[config.mk]
export PLATFORM = sky130hd
export DESIGN_NAME = nl_vc_fc_in
export DESIGN_NICKNAME = d
export VERILOG_FILES = /design/src/rtl/nl_vc_fc_in.sv
export SDC_FILE = /design/constraint.sdc
export NUM_CORES = 1
export LEC_CHECK = 0
export CAP_MARGIN = 20
export CORE_UTILIZATION = 45
export DETAILED_ROUTE_END_ITERATION = 8
export DONT_BUFFER_PORTS = 1
export GPL_TIMING_DRIVEN = 1
export HOLD_SLACK_MARGIN = 0.06
export PLACE_DENSITY = 0.62
export SLEW_MARGIN = 10
export SYNTH_ARGS = -nofsm -noshare
export SYNTH_HDL_FRONTEND = slang
export SYNTH_SLANG_ARGS = --single-unit
[constraint.sdc]
create_clock -name clk -period 3.2 [get_ports clk]
set_clock_uncertainty 0.1 [all_clocks]
set_input_delay 0.64 -clock clk [delete_from_list [all_inputs] [get_ports clk]]
set_output_delay 0.64 -clock clk [all_outputs]
set_load 0.02 [all_outputs]
[src/rtl/nl_vc_fc_in.sv]
// nl_vc_fc_in: receive side of per-VC credit flow control.
// Incoming flits land in one FIFO per virtual channel, each VC's head flit is
// offered to the router, and one credit is returned upstream (registered,
// one cycle later) for every flit the router dequeues.
// FIFO depth must match the upstream initial credit count.
// Optional build macro: NL_VC_FIFO_BYPASS_EN enables a zero-latency path from
// flit_in to head_flit when the target VC is empty.

package nl_vc_fc_pkg;
    localparam int NL_NUM_VCS     = 2;
    localparam int NL_VC_IDX_BITS = (NL_NUM_VCS > 1) ? $clog2(NL_NUM_VCS) : 1;
    localparam int NL_DATA_BITS   = 16;

    typedef logic [NL_VC_IDX_BITS-1:0] vc_index_t;

    typedef struct packed {
        logic [NL_NUM_VCS-1:0] vc_id;   // one-hot target VC
    } flit_ctrl_t;

    typedef struct packed {
        flit_ctrl_t              control;
        logic [NL_DATA_BITS-1:0] data;
    } flit_t;

    typedef struct packed {
        logic      credit_valid;
        vc_index_t credit;
    } chan_cntrl_t;
endpackage

// num_vcs must match nl_vc_fc_pkg::NL_NUM_VCS, since the flit's one-hot VC
// field is sized from the package.
module nl_vc_fc_in
    import nl_vc_fc_pkg::*;
#(
    parameter int num_vcs   = NL_NUM_VCS,
    parameter int buf_depth = 4,
    parameter int occ_bits  = $clog2(buf_depth + 1),
    parameter int ptr_bits  = (buf_depth > 1) ? $clog2(buf_depth) : 1
) (
    input  logic                              clk,
    input  logic                              rst,
    input  flit_t                             flit_in,
    input  logic                              flit_in_valid,
    input  logic [num_vcs-1:0]                pop,
    output flit_t [num_vcs-1:0]               head_flit,
    output logic [num_vcs-1:0]                head_valid,
    output chan_cntrl_t                       channel_cntrl_out,
    output logic [num_vcs-1:0][occ_bits-1:0]  vc_occupancy,
    output logic                              err_overflow,
    output logic                              err_underflow
);

    // Index of the lowest set bit; callers separately know whether any bit is set.
    function automatic vc_index_t low_bit_idx(input logic [num_vcs-1:0] vec);
        vc_index_t idx;
        idx = '0;
        for (int i = num_vcs - 1; i >= 0; i--) begin
            idx = vec[i] ? vc_index_t'(i) : idx;
        end
        return idx;
    endfunction

    // Pointer increment with explicit wrap so any depth works.
    function automatic logic [ptr_bits-1:0] next_ptr(input logic [ptr_bits-1:0] p);
        return (p == ptr_bits'(buf_depth - 1)) ? '0 : p + ptr_bits'(1);
    endfunction

    flit_t                             mem_r    [num_vcs][buf_depth];
    logic [ptr_bits-1:0]               rd_ptr_r [num_vcs];
    logic [ptr_bits-1:0]               wr_ptr_r [num_vcs];
    logic [num_vcs-1:0][occ_bits-1:0]  occ_r;
    chan_cntrl_t                       credit_r;
    logic                              ovf_r;
    logic                              unf_r;

    logic                push_any_s;
    vc_index_t           push_vc_s;
    logic                pop_any_s;
    vc_index_t           pop_vc_s;
    logic                pop_multi_s;
    logic                pop_ok_s;
    logic                push_ok_s;
    logic                ovf_s;
    logic                unf_s;
    logic [num_vcs-1:0]  empty_s;
    logic [num_vcs-1:0]  full_s;
    logic [num_vcs-1:0]  bypass_s;
    logic [num_vcs-1:0]  consume_s;
    logic [num_vcs-1:0]  rd_adv_s;
    logic [num_vcs-1:0]  wr_en_s;

    // Decide which push/pop is serviced this cycle and which error flags fire.
    always_comb begin
        push_any_s  = flit_in_valid & (|flit_in.control.vc_id);
        push_vc_s   = low_bit_idx(flit_in.control.vc_id);
        pop_any_s   = |pop;
        pop_vc_s    = low_bit_idx(pop);
        pop_multi_s = (32'($countones(pop)) > 32'd1);
        empty_s     = '0;
        full_s      = '0;
        bypass_s    = '0;
        consume_s   = '0;
        rd_adv_s    = '0;
        wr_en_s     = '0;
        for (int v = 0; v < num_vcs; v++) begin
            empty_s[v] = (occ_r[v] == '0);
            full_s[v]  = (occ_r[v] == occ_bits'(buf_depth));
`ifdef NL_VC_FIFO_BYPASS_EN
            bypass_s[v] = push_any_s && (push_vc_s == vc_index_t'(v)) && empty_s[v];
`else
            bypass_s[v] = 1'b0;
`endif
        end
        // A pop is serviced if its lowest set VC holds a flit (or one is bypassing in).
        pop_ok_s  = pop_any_s && (!empty_s[pop_vc_s] || bypass_s[pop_vc_s]);
        // A full VC still accepts a push when the same VC is popped this cycle.
        push_ok_s = push_any_s && (!full_s[push_vc_s] || (pop_ok_s && (pop_vc_s == push_vc_s)));
        for (int v = 0; v < num_vcs; v++) begin
            consume_s[v] = pop_ok_s && (pop_vc_s == vc_index_t'(v)) && bypass_s[v];
            rd_adv_s[v]  = pop_ok_s && (pop_vc_s == vc_index_t'(v)) && !bypass_s[v];
            wr_en_s[v]   = push_ok_s && (push_vc_s == vc_index_t'(v)) && !consume_s[v];
        end
        ovf_s = push_any_s && !push_ok_s;
        unf_s = pop_multi_s || (pop_any_s && !pop_ok_s);
    end

    // Present each VC's head flit; the bypass build forwards flit_in into an empty VC.
    always_comb begin
        head_flit  = '0;
        head_valid = '0;
        for (int v = 0; v < num_vcs; v++) begin
            if (bypass_s[v]) begin
                head_flit[v]  = flit_in;
                head_valid[v] = 1'b1;
            end else begin
                head_flit[v]  = mem_r[v][rd_ptr_r[v]];
                head_valid[v] = !empty_s[v];
            end
        end
    end

    // Flit storage: write the accepted flit at the VC's write pointer.
    always_ff @(posedge clk) begin
        if (rst) begin
            for (int v = 0; v < num_vcs; v++) begin
                for (int d = 0; d < buf_depth; d++) begin
                    mem_r[v][d] <= '0;
                end
            end
        end else begin
            for (int v = 0; v < num_vcs; v++) begin
                if (wr_en_s[v]) begin
                    mem_r[v][wr_ptr_r[v]] <= flit_in;
                end
            end
        end
    end

    // Per-VC read/write pointers and occupancy counters.
    always_ff @(posedge clk) begin
        if (rst) begin
            for (int v = 0; v < num_vcs; v++) begin
                rd_ptr_r[v] <= '0;
                wr_ptr_r[v] <= '0;
            end
            occ_r <= '0;
        end else begin
            for (int v = 0; v < num_vcs; v++) begin
                if (wr_en_s[v]) begin
                    wr_ptr_r[v] <= next_ptr(wr_ptr_r[v]);
                end
                if (rd_adv_s[v]) begin
                    rd_ptr_r[v] <= next_ptr(rd_ptr_r[v]);
                end
                case ({wr_en_s[v], rd_adv_s[v]})
                    2'b10:   occ_r[v] <= occ_r[v] + occ_bits'(1);
                    2'b01:   occ_r[v] <= occ_r[v] - occ_bits'(1);
                    default: occ_r[v] <= occ_r[v];
                endcase
            end
        end
    end

    // Registered credit return and one-cycle error pulses; credit id holds when idle.
    always_ff @(posedge clk) begin
        if (rst) begin
            credit_r <= '0;
            ovf_r    <= 1'b0;
            unf_r    <= 1'b0;
        end else begin
            credit_r.credit_valid <= pop_ok_s;
            if (pop_ok_s) begin
                credit_r.credit <= pop_vc_s;
            end
            ovf_r <= ovf_s;
            unf_r <= unf_s;
        end
    end

    assign vc_occupancy      = occ_r;
    assign channel_cntrl_out = credit_r;
    assign err_overflow      = ovf_r;
    assign err_underflow     = unf_r;

endmodule

# Word-level counts from Yosys, hierarchy flattened
# Memories as Yosys holds them, arrays and structs flattened.
# Index checks and enable logic that the tools add are counted.
# totals
register_bits,10
ram_bits,152
input_bits,23
out_inout_bits,48
elab_cells,408
mem_count,3
# mem_list
memory,depth,width,read_ports,rd_clocked_by_memory_dff,wr,line_no,rtl
mem_r,2,72,2,0,2,69,flit_t mem_r [num_vcs][buf_depth];
rd_ptr_r,2,2,2,0,2,70,logic [ptr_bits-1:0] rd_ptr_r [num_vcs];
wr_ptr_r,2,2,2,0,2,71,logic [ptr_bits-1:0] wr_ptr_r [num_vcs];
# classes
n_addsub,9
magnitude_cmp,9
eq_ne,11
mux,189
n_bitwise,155
n_reduce_logical,26
# ops
cell,count
$mux W1,167
$or A1 B1 Y1,148
$mux W72,2
$mux W18,6
$bmux W18 S2,2
$demux W18 S2,2
$mux W2,8
$eq A2 B2 Y1 const B,6
$ge A3 B3 Y1 const B,4
$not A2 Y3,4
$pmux W3 S2,2
$logic_and A1 B1 Y1,11
$add A2 B1 Y2 const B,4
$add A3 B1 Y3 const B,2
$eq A3 B3 Y1 const B,2
$logic_not A1 Y1,6
$logic_not A3 Y1,2
$lt A3 B1 Y1 const B,2
$sub A3 B1 Y3 const B,2
$eq A2 B1 Y1 const B,2
$lt A1 B2 Y1 const B,2
$reduce_bool A2 Y1,2
$reduce_or A2 Y1,2
$logic_or A1 B1 Y1,3
5 further kinds,6

# Logic depth before layout (Yosys ltp)
# logic_depth
word_depth,15
ltp_mapped,12
depth_no_buf,9

# Worst setup path before layout
# No wires, ideal clock.
# synth_timing
path_type,input to register
from,in flit_in[17] (netlist bit)
to,"mem mem_r[1][54] (netlist bit), enable pin"
setup_ps,418
arrival_ps,2727
path_slack_ps,-45
path_stages,6
path_buffers,3
path_cell_list,buf_2 nor2b_1 and4_1 buf_2 buf_2 o21ai_0
# synth_lines
element,line_no,rtl
start: declaration,43,"input flit_t flit_in,"
end: declaration,69,

# Final worst setup path
# layout_timing
from,reg occ_r (netlist bit vc_occupancy[3])
to,reg occ_r (netlist bit vc_occupancy[5])
# layout_between
elab_chain_cells,12
word_cells_on_any_way,21
classes_between,add/sub: 2; eq/ne: 3; mux: 5; reduce/logical: 11
# layout_lines
element,line_no,rtl
start: declaration,72,logic [num_vcs-1:0][occ_bits-1:0] occ_r;
start signal: indexed assignment,177,2'b10: occ_r[v] <= occ_r[v] + occ_bits'(1);
start signal: indexed assignment,178,2'b01: occ_r[v] <= occ_r[v] - occ_bits'(1);
start signal: indexed assignment,179,default: occ_r[v] <= occ_r[v];
$logic_not A3 Y1,107,empty_s[v] = (occ_r[v] == '0);
$mux W1 (implied by the code) (2 in series),116,pop_ok_s = pop_any_s && (!empty_s[pop_vc_s] || bypass_s[pop_vc_s]);
$logic_not A1 Y1,116,
$logic_or A1 B1 Y1,116,
$logic_and A1 B1 Y1,116,
$logic_and A1 B1 Y1,118,push_ok_s = push_any_s && (!full_s[push_vc_s] || (pop_ok_s && (pop_vc_s == push_vc_s)));
$logic_or A1 B1 Y1,118,
$logic_and A1 B1 Y1,118,
$logic_and A1 B1 Y1,122,wr_en_s[v] = push_ok_s && (push_vc_s == vc_index_t'(v)) && !consume_s[v];
$eq A2 B1 Y1 / $eq A2 B2 Y1 (equally long branches),176,"case ({wr_en_s[v], rd_adv_s[v]})"
$pmux W3 S2 / $reduce_bool A2 Y1 (equally long branches),--,
# Several ways; a longest one is shown, not always the timed one. The select of a mux whose other input is x is not followed.
# A chain may end at the register's enable or synchronous reset.

==> flow_metrics.py <==
metrics = {
    "cts": {
        "clockRootBuffer": "clkbuf_16",
        "clock_path_buffers": 2,
        "cts_tree": "built",
        "hold_buffers": 0,
        "numCtsBuffers": 17,
        "htree_levels": 4,
        "clk_latency_ns": 0.42,
        "clock-sinks": 162,
        "postCtsSetupRepairBufs": 0,
        "path_clk_slew_ns": 0.06,
        "cts_resized": 0,
    },
    "synth": {
        "ys_ff_latch": 162,
        "synth_cells": 465,
        "avgSynthCellArea_um2": 15.86,
        "synth_edf_count": 152,
        "yosysMostFrequentCell": "edfxtp_1",
        "synth.top_cells.by_count": "edfxtp_1, nor3b_1, and2_1, mux4_2",
        "async_flop_share_pct": 0,
        "synth_seq_area_share_pct": 64.62,
        "synth-main-ff-cell": "edfxtp_1",
        "yosys.area.top_type": "edfxtp_1",
        "ys_types": 33,
        "syn_area_um2": 7373,
        "netlist.area_leader.share_pct": 61.90,
        "yosysWarnings": 0,
        "synth.area.top_cells": "edfxtp_1, mux4_2, nor3b_1",
    },
    "detailed_routing": {
        "routedWlPerCell_um": 20.76,
        "firstDrtPassIters": 4,
        "drtAntennaViolNets": 0,
        "drt-total-wl_um": 14760,
        "via_count": 3885,
        "drcViolationCount": 0,
        "first_iter_violations": 333,
        "via_per_inst": 5.464,
    },
    "floorplan": {
        "num_rows": 46,
        "ioPinCount": 71,
        "die-area_um2": 16900,
        "start_util_pct": 46.25,
        "core-area_um2": 15940,
        "chipHeight_um": 130.0,
        "die_w_um": 130.0,
    },
    "final_layout": {
        "layout-drive-gt1-share_pct": 20.40,
        "area_delta_synth_final_pct": 12.29,
        "fin_nets": 519,
        "final_core_util_pct": 51.93,
        "insertedDiodeCount": 0,
        "fin_cells": 711,
    },
    "setup_path": {
        "crit_path_cell_trace": "or3_1 > nor2b_1 > ha_1 > inv_1 > fa_1 > xor2_1 > or3_1 > a21oi_1",
        "required_ns": 3.46,
        "path_class": "reg -> reg",
        "critPathMaxFanout": 5,
        "cp_common_cell": "or3_1",
        "slowest_delay_ns": 0.52,
        "worstPathBufferInverterCount": 1,
        "worstSetupEndpointType": "register",
        "cp-start-kind": "register",
        "cp.arrival_ns": 2.95,
        "cpMaxStageDelayCell": "dfxtp_1",
        "path_delay_family": "simple AND/OR/NAND/NOR gates",
    },
    "global_route": {
        "grt_pass1_wl_um": 23180,
        "grt_max_degree": 73,
        "grt_pass1_vias": 3971,
        "antenna_found_initial": 0,
        "grt_overflow": 0,
        "grt_usage_pct": 19.12,
    },
    "status": {
        "status": "finished, final reports clean",
    },
    "timing": {
        "worstMarginPinSlew_ns": 0.7224,
        "period_needed_ns": 2.690,
        "fmaxAchievable_ghz": 0.3718,
        "setup_tns_ns": 0,
        "fin_ws_ns": 0.5101,
        "drv_slew": 0,
        "rsz0062_at_grt": "no",
        "hold_viol": 0,
        "finalCritPeriodShare_pct": 84.06,
        "slew_headroom_pct": 51.84,
        "setup-violations-final": 0,
    },
    "job": {
        "maxCapViolations": 0,
    },
    "pwr": {
        "power_frac_comb_pct": 15.1,
        "powerDensity_nw_per_um2": 629.2,
        "peakVddDrop_mv": 0.4126,
        "power_frac_clock_pct": 36.3,
        "p_leak_nw": 2.872,
        "p_sw_mw": 1.385,
        "pwr-share-seq_pct": 48.6,
        "swShare_pct": 26.59,
        "internal_power_mw": 3.824,
    },
    "placed_design": {
        "gp_congestion": 0.7453,
        "pre_cts_slack_ns": 0.4704,
        "dp_cells": 677,
        "place_hpwl_um": 9210,
        "io_buffers": 0,
    },
    "worst_hold_path": {
        "min_path_type": "in -> reg",
    },
}
[flip-flops by register name (all words and copies together), names as in the netlist]
name / flops
mem_r: 144
vc_occupancy: 6
rd_ptr_r: 4
wr_ptr_r: 4
channel_cntrl_out: 2
err_overflow: 1
err_underflow: 1
[cell families after synthesis]
logic type / after synthesis / synth area share [%]
and+or+nand+nor: 183 / 17.00
DFF: 162 / 64.62
buffers and inverters: 43 / 2.410
muxes: 36 / 11.00
AOI/OAI and AO/OA: 22 / 1.867
adders and majority gates: 14 / 2.579
xor gates and xnor gates: 4 / 0.4751
other: 1 / 0.05086
[placed cells by master, fill, tap and decap left out, types with 3 or more instances in the layout]
master | netlist | routed
and3_1 | 4 | 4
nand4b_1 | 4 | 4
nor4b_2 | 4 | 4
or2_2 | 3 | 3
nor3b_1 | 67 | 67
edfxtp_1 | 152 | 152
nor3_1 | 4 | 4
inv_1 | 14 | 14
xor2_1 | 4 | 4
buf_4 | 0 | 22
dfxtp_1 | 10 | 10
nor2b_1 | 5 | 5
nor2_1 | 14 | 14
or3_1 | 3 | 3
nand2b_1 | 3 | 3
and2_1 | 64 | 64
clkinv_2 | 0 | 3
a21oi_1 | 5 | 5
conb_1 | 1 | 4
o21ai_0 | 9 | 5
clkinvlp_4 | 0 | 3
a21o_1 | 4 | 4
clkbuf_16 | 0 | 17
mux4_2 | 36 | 36
ha_1 | 12 | 12
[final cells by class]
type                            instances  area (µm²)
Tap cell                              216       270.3
Clock buffer                           19       432.9
Multi-Input combinational cell        263        2451
Timing Repair Buffer                   24       195.2
Inverter                               14       52.55
Fill cell                            1332        7664
Sequential cell                       162        4765
Clock inverter                         13       112.6
[power groups by stage]
stage / clock network [mW] / registers [mW] / logic [mW]
after floorplan: 0 / 2.56 / 0.650
after global placement: 0 / 2.58 / 0.784
after detailed placement: 0 / 2.58 / 0.795
after CTS: 1.92 / 2.54 / 0.796
after global routing: 2.01 / 2.55 / 0.852
final: 1.89 / 2.53 / 0.784
[path summary, 6_finish.rpt]
kind | cells past startpoint | to | slack (ns) | startpoint
min reg2reg | 2 | vc_occupancy[5] | 0.52 | vc_occupancy[5]
max | 8 | vc_occupancy[5] | 0.51 | vc_occupancy[3]
min | 1 | vc_occupancy[5] | 0.18 | rst
max reg2reg | 8 | vc_occupancy[5] | 0.51 | vc_occupancy[3]
[worst register-to-register path: stages, from the launching register on]
cell	delay (ns)
dfxtp_1	0.52
or3_1	0.32
nor2b_1	0.38
ha_1	0.26
inv_1	0.06
fa_1	0.38
xor2_1	0.17
or3_1	0.31
a21oi_1	0.14
[layer usage]
metal	part of all wire (%)	global-route usage, %	up-vias
met5	0	0	-
li1	-	-	1803
met1	40	23.72	1977
met4	1.7	7.866	0
met3	5.3	4.428	18
met2	53	32.37	87
[metrics by stage]
step           hold WS, ns  area (µm²)  power [mW]
2_1_floorplan       0.4739        7385       3.213
3_3_place_gp        0.4949        7704       3.359
3_5_place_dp        0.5165        7704       3.376
4_1_cts             0.1640        8249       5.256
5_1_grt             0.1653        8279       5.408
6_report            0.1791        8279       5.209
Note: power is estimated with default switching activity, not from simulation.
